**config.mk**
```make
export PLATFORM = sky130hd
export DESIGN_NAME = alu_result_fifo_flat
export DESIGN_NICKNAME = d
export VERILOG_FILES = /design/src/rtl/alu_result_fifo_if.sv /design/src/rtl/alu_result_fifo.sv /design/src/flat_wrapper.sv
export SDC_FILE = /design/constraint.sdc
export NUM_CORES = 1
export LEC_CHECK = 0
export ABC_CLOCK_PERIOD_IN_PS = 3150
export BUFFER_PORTS_ARGS = -buffer_cell sky130_fd_sc_hd__buf_4
export CAP_MARGIN = 0
export CORE_MARGIN = 2
export CORE_UTILIZATION = 42
export DETAILED_ROUTE_END_ITERATION = 6
export GPL_TIMING_DRIVEN = 0
export PLACE_DENSITY = 0.73
export SKIP_LAST_GASP = 1
export SLEW_MARGIN = 20
export SYNTH_ARGS = -nofsm -noshare
export SYNTH_HDL_FRONTEND = slang
export SYNTH_SLANG_ARGS = --single-unit
```
**constraint.sdc**
```tcl
create_clock -name clk -period 3.15 [get_ports clk]
set_clock_uncertainty 0.1 [all_clocks]
set_input_delay 0.63 -clock clk [delete_from_list [all_inputs] [get_ports clk]]
set_output_delay 0.63 -clock clk [all_outputs]
set_load 0.02 [all_outputs]
```
**src/rtl/alu_result_fifo_if.sv**
```systemverilog
// Handshake bundle between an ALU result producer, the result FIFO and its consumer.
// The FIFO itself connects through the slave modport.
interface alu_result_fifo_if #(
    parameter int DEPTH = 4
);
    localparam int CW = $clog2(DEPTH) + 1;

    logic          in_valid;
    logic          in_ready;
    logic [3:0]    y;
    logic          c;
    logic          v;
    logic          n;
    logic          z;
    logic          out_valid;
    logic          out_ready;
    logic [7:0]    out_data;
    logic [CW-1:0] count;
    logic [1:0]    sticky_flags;
    logic          clr_sticky;
    logic [7:0]    accepted;

    modport master (
        output in_valid, y, c, v, n, z, out_ready, clr_sticky,
        input  in_ready, out_valid, out_data, count, sticky_flags, accepted
    );

    modport slave (
        input  in_valid, y, c, v, n, z, out_ready, clr_sticky,
        output in_ready, out_valid, out_data, count, sticky_flags, accepted
    );
endinterface

```
**src/rtl/alu_result_fifo.sv**
```systemverilog
// FIFO of packed ALU results {Y, C, V, N, Z} with sticky carry/overflow tracking
// and a saturating count of accepted results.
module alu_result_fifo #(
    parameter int DEPTH = 4
) (
    input  logic               clk,
    input  logic               rst,
    alu_result_fifo_if.slave   bus
);
    localparam int AW = $clog2(DEPTH);
    localparam int CW = AW + 1;
    localparam logic [CW-1:0] FULL_COUNT = CW'(DEPTH);

    logic [7:0]    mem [DEPTH];
    logic [AW-1:0] wr_ptr_q, wr_ptr_d;
    logic [AW-1:0] rd_ptr_q, rd_ptr_d;
    logic [CW-1:0] count_q, count_d;
    logic [1:0]    sticky_q, sticky_d;
    logic [7:0]    accepted_q, accepted_d;
    logic          push;
    logic          pop;
    logic [7:0]    wdata;

    // Both handshakes come purely from registered count, so full/empty gating
    // never depends on what the other side is doing this cycle.
    assign push  = bus.in_valid && (count_q != FULL_COUNT);
    assign pop   = bus.out_ready && (count_q != '0);
    assign wdata = {bus.y, bus.c, bus.v, bus.n, bus.z};

    always_comb begin
        wr_ptr_d   = wr_ptr_q;
        rd_ptr_d   = rd_ptr_q;
        count_d    = count_q;
        sticky_d   = sticky_q;
        accepted_d = accepted_q;

        if (push) wr_ptr_d = wr_ptr_q + 1'b1;
        if (pop)  rd_ptr_d = rd_ptr_q + 1'b1;

        case ({push, pop})
            2'b10:   count_d = count_q + 1'b1;
            2'b01:   count_d = count_q - 1'b1;
            default: count_d = count_q;
        endcase

        // Clear first so a coinciding flag-setting push wins.
        if (bus.clr_sticky) sticky_d = 2'b00;
        if (push)           sticky_d = sticky_d | {bus.c, bus.v};

        if (push && (accepted_q != 8'hFF)) accepted_d = accepted_q + 8'd1;
    end

    always_ff @(posedge clk or posedge rst) begin
        if (rst) begin
            wr_ptr_q   <= '0;
            rd_ptr_q   <= '0;
            count_q    <= '0;
            sticky_q   <= 2'b00;
            accepted_q <= 8'd0;
        end else begin
            wr_ptr_q   <= wr_ptr_d;
            rd_ptr_q   <= rd_ptr_d;
            count_q    <= count_d;
            sticky_q   <= sticky_d;
            accepted_q <= accepted_d;
        end
    end

    // Storage is deliberately left out of reset; stale entries are unreachable
    // once the pointers and count are cleared.
    always_ff @(posedge clk) begin
        if (push && !rst) mem[wr_ptr_q] <= wdata;
    end

    assign bus.in_ready     = (count_q != FULL_COUNT);
    assign bus.out_valid    = (count_q != '0);
    assign bus.out_data     = mem[rd_ptr_q];
    assign bus.count        = count_q;
    assign bus.sticky_flags = sticky_q;
    assign bus.accepted     = accepted_q;
endmodule

```
**src/flat_wrapper.sv**
```systemverilog
// flat-port wrapper written by rule: the top's interface ports become plain ports
module alu_result_fifo_flat 
#(
    parameter int DEPTH = 4
)
  (clk, rst, bus_in_valid, bus_y, bus_c, bus_v, bus_n, bus_z, bus_out_ready, bus_clr_sticky, bus_in_ready, bus_out_valid, bus_out_data, bus_count, bus_sticky_flags, bus_accepted);
  alu_result_fifo_if #(.DEPTH(DEPTH)) bus_i ();
  input  logic clk;
  input  logic rst;
  input wire logic [$bits(bus_i.in_valid)-1:0] bus_in_valid;
  input wire logic [$bits(bus_i.y)-1:0] bus_y;
  input wire logic [$bits(bus_i.c)-1:0] bus_c;
  input wire logic [$bits(bus_i.v)-1:0] bus_v;
  input wire logic [$bits(bus_i.n)-1:0] bus_n;
  input wire logic [$bits(bus_i.z)-1:0] bus_z;
  input wire logic [$bits(bus_i.out_ready)-1:0] bus_out_ready;
  input wire logic [$bits(bus_i.clr_sticky)-1:0] bus_clr_sticky;
  output wire logic [$bits(bus_i.in_ready)-1:0] bus_in_ready;
  output wire logic [$bits(bus_i.out_valid)-1:0] bus_out_valid;
  output wire logic [$bits(bus_i.out_data)-1:0] bus_out_data;
  output wire logic [$bits(bus_i.count)-1:0] bus_count;
  output wire logic [$bits(bus_i.sticky_flags)-1:0] bus_sticky_flags;
  output wire logic [$bits(bus_i.accepted)-1:0] bus_accepted;
  assign bus_i.in_valid = bus_in_valid;
  assign bus_i.y = bus_y;
  assign bus_i.c = bus_c;
  assign bus_i.v = bus_v;
  assign bus_i.n = bus_n;
  assign bus_i.z = bus_z;
  assign bus_i.out_ready = bus_out_ready;
  assign bus_i.clr_sticky = bus_clr_sticky;
  assign bus_in_ready = bus_i.in_ready;
  assign bus_out_valid = bus_i.out_valid;
  assign bus_out_data = bus_i.out_data;
  assign bus_count = bus_i.count;
  assign bus_sticky_flags = bus_i.sticky_flags;
  assign bus_accepted = bus_i.accepted;
  alu_result_fifo #(.DEPTH(DEPTH)) u_core (.clk(clk), .rst(rst), .bus(bus_i));
endmodule
```
==> flow_summary.ini <==
[synthesis]
syn-instance-count = 121
syn-mean-instance-area_sq_um = 17.2
yosys_warnings = 0
synth_top_area_cell = edfxtp_1
synth_top_cells_by_area = edfxtp_1 46%, dfrtp_1 20%, mux4_2 8.7%
synth_sequential_area_ratio_pct = 66.7
mapped_cell_area_sq_um = 2080
synth.lib_cells_used.distinct = 29
most_used_flip_flop_cell_after_synthesis = edfxtp_1
edff_count_synth = 32
ys_ff_latch = 49
synth_nets = 141
post_synthesis_async_set_or_reset_flop_share_pct = 34.7
netlist.area_leader.share_pct = 46.3

[global_routing]
groute.usage.overall_pct = 14.3
wire_length_of_the_first_global_routing_pass_um = 5590
grt_start_max_net_pins = 18
overflow_left_after_global_routing = 0
first_global_vias = 1202
antenna_found_initial = 0

[placed_design]
hpwlAfterDp_um = 2450
buffer_ports.inserted = 35
post_dp_cell_area_sq_um = 2420
gpl.final_weighted_congestion = 0.739

[worst_setup_path]
worstSetupPathType = reg -> out
launching_element_type_of_the_critical_path = register
critical-path-max-stage-delay_ns = 0.56
timing.critical_path.required_ns = 2.42
critical_path_depth = 3
startpoint = u_core.rd_ptr_q[0]$_DFFE_PP0P_
crit_path_end = bus_out_data[3]
setup.worst_path.end_class = primary output
crit_family = multiplexers
crit_fanout = 10
regToRegEndpoint = u_core.bus.count[2]$_DFFE_PP0P_
timing.critical_path.cells = buf_2 -> mux4_2 -> buf_4
crit-reg2reg-launch = u_core.bus.count[0]$_DFFE_PP0P_
cp_num_buf_inv = 2
cp_arrival_ns = 1.68
r2r.worst_path.cells = 9
critPathSlowestCell = mux4_2
ff2ff_setup_slack_ns = 0.85

[power_and_ir_drop]
power-per-cell-area_nw_per_um2 = 933
cellLeakagePower_uw = 0.00104
ir_worst_vdd_mv = 0.529

[final_layout]
finish.net_count = 183
commonest_non_fill_non_tap_cell_in_the_layout = buf_4
sequential_cell_area_sq_um = 1390
fill_cell_count = 415
post_route_cells_drive_above_1_share_pct = 39.0
num_antenna_cells = 0
final_core_util_pct = 53.9
multi_input_area_sq_um = 636
layout_area_growth_over_synthesis_pct = 23.3
final_area_sq_um = 2560
mostFrequentLayoutCells = 35 x buf_4, 32 x edfxtp_1, 17 x dfrtp_1, 8 x xor2_1, 8 x mux4_2

[die]
core_area_sq_um = 4750
num_rows = 25
die-width_um = 74.3
pin_count = 36
floorplan.initialDensity_pct = 43.7
die_h_um = 74.3
die_area_sq_um = 5520

[clock_tree]
tritoncts_num_sinks = 49
path_clk_slew_ns = 0.09
cts_post_setup_buffers_inserted = 0
level_count_of_the_clock_h_tree = 2
clk_latency_ns = 0.31
cts_tree = done
cts_buffer_depth = 2
cts_root_buf = clkbuf_8
post_cts_resized = 0
cts_made_buffers = 5
hold_buffers = 0

[sta]
hold_viol = 0
fin_crit_sh_pct = 76.7
fmax_ghz = 0.414
slew-limit-headroom_pct = 56.7
fin_crit_ns = 2.41
final-setup-viol-count = 0
total_count_of_max_transition_violations_in_the_final_report = 0
grt_setup_unrepaired = false
fin_tns_setup_ns = 0
tightestPinTransition_ns = 0.649

[routing]
detail_route.wirelength_um = 3470
drt-wirelength-per-cell_um = 15.0
detailroute.via_count = 1134
drt-pass1-iter-count = 4
drt.antenna.violating_nets = 0
detail_route.drc_violations = 0
drt_iter0_drc = 67
per_cell_via_count_in_the_routed_design = 4.91

[hold_path]
worstHoldPathType = in -> async

[outcome]
run_status = completed

[run]
max_cap_viol_count = 0
[area by class of cell]
cell class	instances	area share, %
inverters	7	1.03
flip-flops and latches	49	54.1
multi-input cells	62	24.8
clock inverters	3	2.69
plain buffers	3	1.12
well taps	67	3.27
repair buffers	35	10.3
clock buffers	5	2.69
[cells by family (layout without fill, tap and decap cells)]
logic type	count (synthesis)	after routing	share of synthesized area [%]
AOI/OAI and AO/OA	2	2	0.964
and+or+nand+nor	29	29	8.74
buffers and inverters	10	53	2.65
DFF	49	49	66.7
muxes	13	13	11.7
xor gates and xnor gates	11	11	4.64
adders and majority gates	7	7	4.58
[worst min path at each step]
| stage | start | depth (start not counted) | slack (ns) | to |
|---|---|---|---|---|
| finish | rst | 2 | 0.31 | u_core.rd_ptr_q[0]$_DFFE_PP0P_ |
| global route | rst | 2 | 0.37 | u_core.rd_ptr_q[0]$_DFFE_PP0P_ |
| CTS | rst | 2 | 0.34 | u_core.rd_ptr_q[0]$_DFFE_PP0P_ |
| detailed placement | u_core.bus.accepted[4]$_DFFE_PP0P_ | 1 | 0.38 | u_core.bus.accepted[4]$_DFFE_PP0P_ |
| global placement | u_core.bus.accepted[4]$_DFFE_PP0P_ | 1 | 0.38 | u_core.bus.accepted[4]$_DFFE_PP0P_ |
| floorplan | u_core.wr_ptr_q[0]$_DFFE_PP0P_ | 1 | 0.40 | u_core.wr_ptr_q[0]$_DFFE_PP0P_ |
[flip-flops by register name, summed over array words and instances, names as in the netlist]
signal,cells
u_core.bus.accepted,8
u_core.bus.count,3
u_core.bus.sticky_flags,2
u_core.mem,32
u_core.rd_ptr_q,2
u_core.wr_ptr_q,2
[layer usage]
layer	track usage (%)	part of all wire [%]
met1	18.1	41
met4	5.16	1.3
met3	5.01	6.9
met2	23.1	51
met5	0	0
[synth_stat cells (all sizes together) (2+ instances only)]
cell type and n:
mux2 4, dfrtp 17, ha 6, a32o 2, inv 7, nor3 5
buf 3, and2 5, xor2 8, edfxtp 32, mux4 8, or2 2
nand3 3, nor2 4, nand2 6, xnor2 3
[power by group]
group / switching [uW] / internal, uW / total, uW
logic: 481 / 442 / 923
clock network: 213 / 319 / 533
registers: 104 / 829 / 934
total: 798 / 1590 / 2390
[per-stage QoR]
stage	total power (uW)	setup slack, ns	hold WS, ns	cells
after floorplan	1550	0.848	0.396	121
after global placement	1840	0.903	0.383	223
after detailed placement	1890	0.871	0.383	223
after CTS	2420	0.698	0.336	231
after global routing	2530	0.618	0.366	231
final	2390	0.735	0.315	231
Power figures use the tool's default switching activity.
